## src/rtl/int_ctrl.sv

```systemverilog
// Interrupt controller: per-source mask and edge/level mode with a pend register.
// A three-state FSM presents one fixed-priority cause to the CPU at a time and does not nest.
module int_ctrl #(
    parameter int          N_SRC    = 8,
    parameter logic [31:0] VEC_BASE = 32'h10
) (
    input  logic             clk,
    input  logic             rst,
    input  logic [N_SRC-1:0] irq,
    input  logic             ack,
    input  logic             eoi,
    input  logic             cfg_we,
    input  logic [1:0]       cfg_addr,
    input  logic [31:0]      cfg_wdata,
    output logic [31:0]      cfg_rdata,
    output logic             INTin,
    output logic [31:0]      INTnum
);

    localparam int ID_W = (N_SRC > 1) ? $clog2(N_SRC) : 1;

    typedef enum logic [1:0] {IDLE, REQ, SERVICE} state_t;

    state_t           state, state_nxt;
    logic [N_SRC-1:0] mask, edge_mode, pend, isr, irq_prev;
    logic [N_SRC-1:0] mask_nxt, edge_nxt, pend_nxt, isr_nxt;
    logic [ID_W-1:0]  id, id_nxt, cand;
    logic             cand_vld;
    logic             int_in_nxt;
    logic [31:0]      int_num_nxt;
    logic [N_SRC-1:0] wdata, w1c, ack_clr, id_hot, rise, edge_val;
    logic             ack_take;
    logic             unused_wdata;

    assign wdata        = cfg_wdata[N_SRC-1:0];
    assign unused_wdata = ^cfg_wdata[31:N_SRC];

    assign mask_nxt = (cfg_we && cfg_addr == 2'd0) ? wdata : mask;
    assign edge_nxt = (cfg_we && cfg_addr == 2'd1) ? wdata : edge_mode;
    assign w1c      = (cfg_we && cfg_addr == 2'd2) ? wdata : '0;

    always_comb begin
        id_hot     = '0;
        id_hot[id] = 1'b1;
    end

    assign ack_take = (state == REQ) && ack;
    assign ack_clr  = ack_take ? id_hot : '0;

    // Edge sources: a new rising edge beats any clear landing in the same cycle.
    assign rise     = irq & ~irq_prev;
    assign edge_val = rise | (pend & ~(w1c | ack_clr));
    assign pend_nxt = (edge_mode & edge_val) | (~edge_mode & irq);

    // Descending scan so the lowest pending+enabled index is the one kept.
    always_comb begin
        cand_vld = 1'b0;
        cand     = '0;
        for (int i = N_SRC - 1; i >= 0; i--) begin
            if (pend[i] && mask[i]) begin
                cand_vld = 1'b1;
                cand     = ID_W'(i);
            end
        end
    end

    always_comb begin
        state_nxt   = state;
        id_nxt      = id;
        int_in_nxt  = INTin;
        int_num_nxt = INTnum;
        isr_nxt     = isr;
        case (state)
            IDLE: begin
                int_in_nxt = 1'b0;
                if (cand_vld) begin
                    id_nxt      = cand;
                    int_in_nxt  = 1'b1;
                    int_num_nxt = VEC_BASE + 32'(cand);
                    state_nxt   = REQ;
                end
            end
            REQ: begin
                // Withdrawal looks at the values this edge commits, so a release drops INTin at once.
                if (ack) begin
                    int_in_nxt = 1'b0;
                    isr_nxt    = id_hot;
                    state_nxt  = SERVICE;
                end else if (!(pend_nxt[id] && mask_nxt[id])) begin
                    int_in_nxt = 1'b0;
                    state_nxt  = IDLE;
                end
            end
            SERVICE: begin
                int_in_nxt = 1'b0;
                if (eoi) begin
                    isr_nxt   = '0;
                    state_nxt = IDLE;
                end
            end
            default: begin
                int_in_nxt = 1'b0;
                isr_nxt    = '0;
                state_nxt  = IDLE;
            end
        endcase
    end

    always_ff @(posedge clk or posedge rst) begin
        if (rst) begin
            state     <= IDLE;
            id        <= '0;
            mask      <= '0;
            edge_mode <= '0;
            pend      <= '0;
            isr       <= '0;
            irq_prev  <= '0;
            INTin     <= 1'b0;
            INTnum    <= '0;
        end else begin
            state     <= state_nxt;
            id        <= id_nxt;
            mask      <= mask_nxt;
            edge_mode <= edge_nxt;
            pend      <= pend_nxt;
            isr       <= isr_nxt;
            irq_prev  <= irq;
            INTin     <= int_in_nxt;
            INTnum    <= int_num_nxt;
        end
    end

    always_comb begin
        case (cfg_addr)
            2'd0:    cfg_rdata = 32'(mask);
            2'd1:    cfg_rdata = 32'(edge_mode);
            2'd2:    cfg_rdata = 32'(pend);
            default: cfg_rdata = 32'(isr);
        endcase
    end

endmodule

```

## config.mk

```make
export PLATFORM = sky130hd
export DESIGN_NAME = int_ctrl
export DESIGN_NICKNAME = d
export VERILOG_FILES = /design/src/rtl/int_ctrl.sv
export SDC_FILE = /design/constraint.sdc
export NUM_CORES = 1
export LEC_CHECK = 0
export CAP_MARGIN = 0
export CORE_ASPECT_RATIO = 0.8
export CORE_MARGIN = 2
export CORE_UTILIZATION = 40
export CTS_CLUSTER_SIZE = 8
export DETAILED_ROUTE_END_ITERATION = 16
export PLACE_DENSITY = 0.84
export SYNTH_ARGS = -nofsm -noshare
export SYNTH_HDL_FRONTEND = slang
export SYNTH_SLANG_ARGS = --single-unit
```

## constraint.sdc

```tcl
create_clock -name clk -period 1.79 [get_ports clk]
set_clock_uncertainty 0.05 [all_clocks]
set_input_delay 0.179 -clock clk [delete_from_list [all_inputs] [get_ports clk]]
set_output_delay 0.179 -clock clk [all_outputs]
set_load 0.02 [all_outputs]
```

==> results.sh, run 1 <==
export IMPL_status="finished, final reports clean"
export IMPL_setup_tns_ns=0
export IMPL_first_pass_iters=4
export IMPL_root_buffer="clkbuf_8"
export IMPL_timing_fmax_ghz=0.562
export IMPL_cts_num_sinks=47
export IMPL_finalCritPeriodShare_pct=99.4
export IMPL_synth_edf_count=0
export IMPL_whs_ns=0.184
export IMPL_drv_cap=0
export IMPL_boundaryPins=112
export IMPL_leakagePower_nw=1.76
export IMPL_cts_clk_slew_worst_paths_ns=0.09
export IMPL_die_area_um2=7810
export IMPL_drc=0
export IMPL_ys_seq_elements=47
export IMPL_initial_core_util_pct=41.3
export IMPL_place_port_buffers=35
export IMPL_ant_nets=0
export IMPL_synthDistinctLibCells=46
export IMPL_vdd_drop_max_v=0.000475
export IMPL_grt_usage_pct=20.0
export IMPL_arrival_ns=1.92
export IMPL_crit_path_top_delay_cell="mux4_2"
export IMPL_cts_buffers=5
export IMPL_final_cell_mix="52 x conb_1, 50 x buf_4, 43 x dfrtp_1"
export IMPL_postPlaceCellArea_um2=3460
export IMPL_antenna_found_initial=0
export IMPL_rows=27
export IMPL_powerDensity_nw_per_um2=1190
export IMPL_layout_drive_gt1_share_pct=31.0
export IMPL_hold_viol=0
export IMPL_grt_pass1_wl_um=12000
export IMPL_cp_data_required_time_ns=1.93
export IMPL_synth_area_per_cell_um2=10.3
export IMPL_design_area_um2=3770
export IMPL_gp_congestion=0.950
export IMPL_synth_top_area_share_pct=41.4
export IMPL_fin_crit_ns=1.78
export IMPL_synthCells=275
export IMPL_synth_ff_type="dfrtp_1"
export IMPL_coreArea_um2=6890
export IMPL_crit_chain="clkdlybuf4s15_1, buf_6, nor3b_4, mux4_2, o22a_1, o2111ai_4, o21ai_1"
export IMPL_slew_viol_final=0
export IMPL_timing_slew_headroom_pct=60.5
export IMPL_nets=411
export IMPL_cts_tree="done"
export IMPL_synth_area_leaders="dfrtp_1 41%, buf_4 14%, mux4_2 7.1%, nand2_1 4.2%, mux2_2 4.0%"
export IMPL_crit_path_max_fanout=5
export IMPL_htree_num_levels=2
export IMPL_grt_overflow=0
export IMPL_drtIter0Drc=158
export IMPL_critPathCaptureType="register"
export IMPL_synthToLayoutAreaGrowth_pct=32.6
export IMPL_worst_pin_slew_ns=0.588
export IMPL_wl_um=7930
export IMPL_viasPerCell=5.28
export IMPL_via_count=2386
export IMPL_hold_path_class="primary input to async pin"
export IMPL_die_w_um=98.3
export IMPL_crit_type="primary input to register"
export IMPL_hpwl_um=5700
export IMPL_start_kind="primary input"
export IMPL_rsz0062_at_grt="yes"
export IMPL_num_antenna_cells=0
export IMPL_synth_top_area_cell="dfrtp_1"
export IMPL_final_common_cell="conb_1"
export IMPL_setup_viol=0
export IMPL_cp_slowest_stage_delay_ns=0.55
export IMPL_grt_max_degree=48
export IMPL_ys_seq_area_share_pct=41.4
export IMPL_syn_cell_area_um2=2840
export IMPL_power_total_mw=4.49
export IMPL_clock_latency_ns=0.30
export IMPL_dieHeight_um=79.4
export IMPL_yosysWarnings=0
export IMPL_grt_pass1_vias=2273
export IMPL_synth_async_reset_ratio_pct=100
export IMPL_cts_buffer_depth=2
export IMPL_wl_per_cell_um=17.5
==> path summary, 6_finish.rpt <==
check	startpoint	endpoint	slack (ns)	depth (start not counted)
min in group clk	irq[3]	irq_prev[3]	0.29	1
worst min register to register	isr[3]	isr[3]	0.43	1
worst max register to register	id[1]	state[0]	0.04	5
worst max-delay path	cfg_addr[0]	state[0]	0.01	7
worst min-delay path	rst	mask[2]	0.18	3
max in group asynchronous	rst	mask[0]	1.28	3
==> cell families (layout without fill, tap and decap cells) <==
family | after synthesis | after routing | share of synthesized area [%]
AND/OR/NAND/NOR | 86 | 86 | 16.3
buffers and inverters | 65 | 104 | 15.9
AO/OA/AOI/OAI | 56 | 56 | 14.8
flip-flops | 47 | 47 | 41.4
multiplexers | 20 | 20 | 11.5
other | 1 | 52 | 0.132
==> where the power goes <==
part | switching (mW) | leakage (nW) | internal, mW
registers | 0.253 | 0.565 | 1.32
clock network | 0.351 | 0.0515 | 0.353
logic | 1.16 | 1.14 | 1.06
total | 1.76 | 1.76 | 2.73
==> critical path, delay by kind of cell <==
kind            cells  cell delay (ns)
simple gates        1             0.27
mux                 1             0.55
buf+inv             2             0.41
compound gates      3             0.51
==> registers in the layout, indices dropped and copies added (netlist names) <==
signal	flops
irq_prev	8
INTnum	2
state	2
edge_mode	8
mask	8
id	2
INTin	1
isr	8
pend	8
==> synthesized netlist by cell type (3+ instances only) <==
library cell and instances:
nand4b_1 8, nor2_1 11, buf_2 5, nand2_1 32, a2111oi_0 3, a22oi_1 4, mux4_2 9, nor3_1 6
dfrtp_1 47, and2_1 4, o21bai_1 5, nand2b_1 3, a21boi_0 7, nand3b_1 3, o21ai_0 6, buf_4 52
or2_2 3, clkbuf_1 4, a21o_1 9, nand3_1 8, mux2_2 10, a21oi_1 4
==> area by class of cell <==
class	count	area [um2]
fill	599	3120
timing repair buffer	94	848
inverter	2	7.51
sequential	47	1180
multi-input combinational	214	1530
clock buffer	8	100
tap	87	109
==> through the flow <==
stage                     worst slack (ns)  cells  utilization (%)
final                               0.0115    452             54.7
after global routing               -0.0905    452             54.7
after CTS                          0.00530    446             52.6
after detailed placement            -0.512    434             50.3
after global placement              -0.440    434             50.3
after floorplan                    0.00560    326                -
==> layer usage <==
| layer | vias to the layer above | global-route usage, % | part of all wire [%] |
|---|---|---|---|
| li1 | 1074 | - | - |
| met1 | 1189 | 28.8 | 44 |
| met4 | 0 | 5.07 | 1.2 |
| met5 | - | 0 | 0 |
| met2 | 113 | 31.6 | 48 |
| met3 | 10 | 3.68 | 6.9 |
==> what timing repair did <==
action,4_1_cts,5_1_grt
gates cloned,2,0
pin swaps,3,7
buffers inserted,2,6
setup endpoints to repair,13,4
hold buffers,0,0
gates resized for setup,35,25
Power figures use the tool's default switching activity.
==> run 2: changes to the inputs <==
--- a/config.mk
+++ b/config.mk
@@ -5,6 +5,7 @@
 export SDC_FILE = /design/constraint.sdc
 export NUM_CORES = 1
 export LEC_CHECK = 0
+export ABC_CLOCK_PERIOD_IN_PS = 1790
 export CAP_MARGIN = 0
 export CORE_ASPECT_RATIO = 0.8
 export CORE_MARGIN = 2
==> results of run 2 <==
No change in the layout: final DEF, timing and power equal those of run 1.
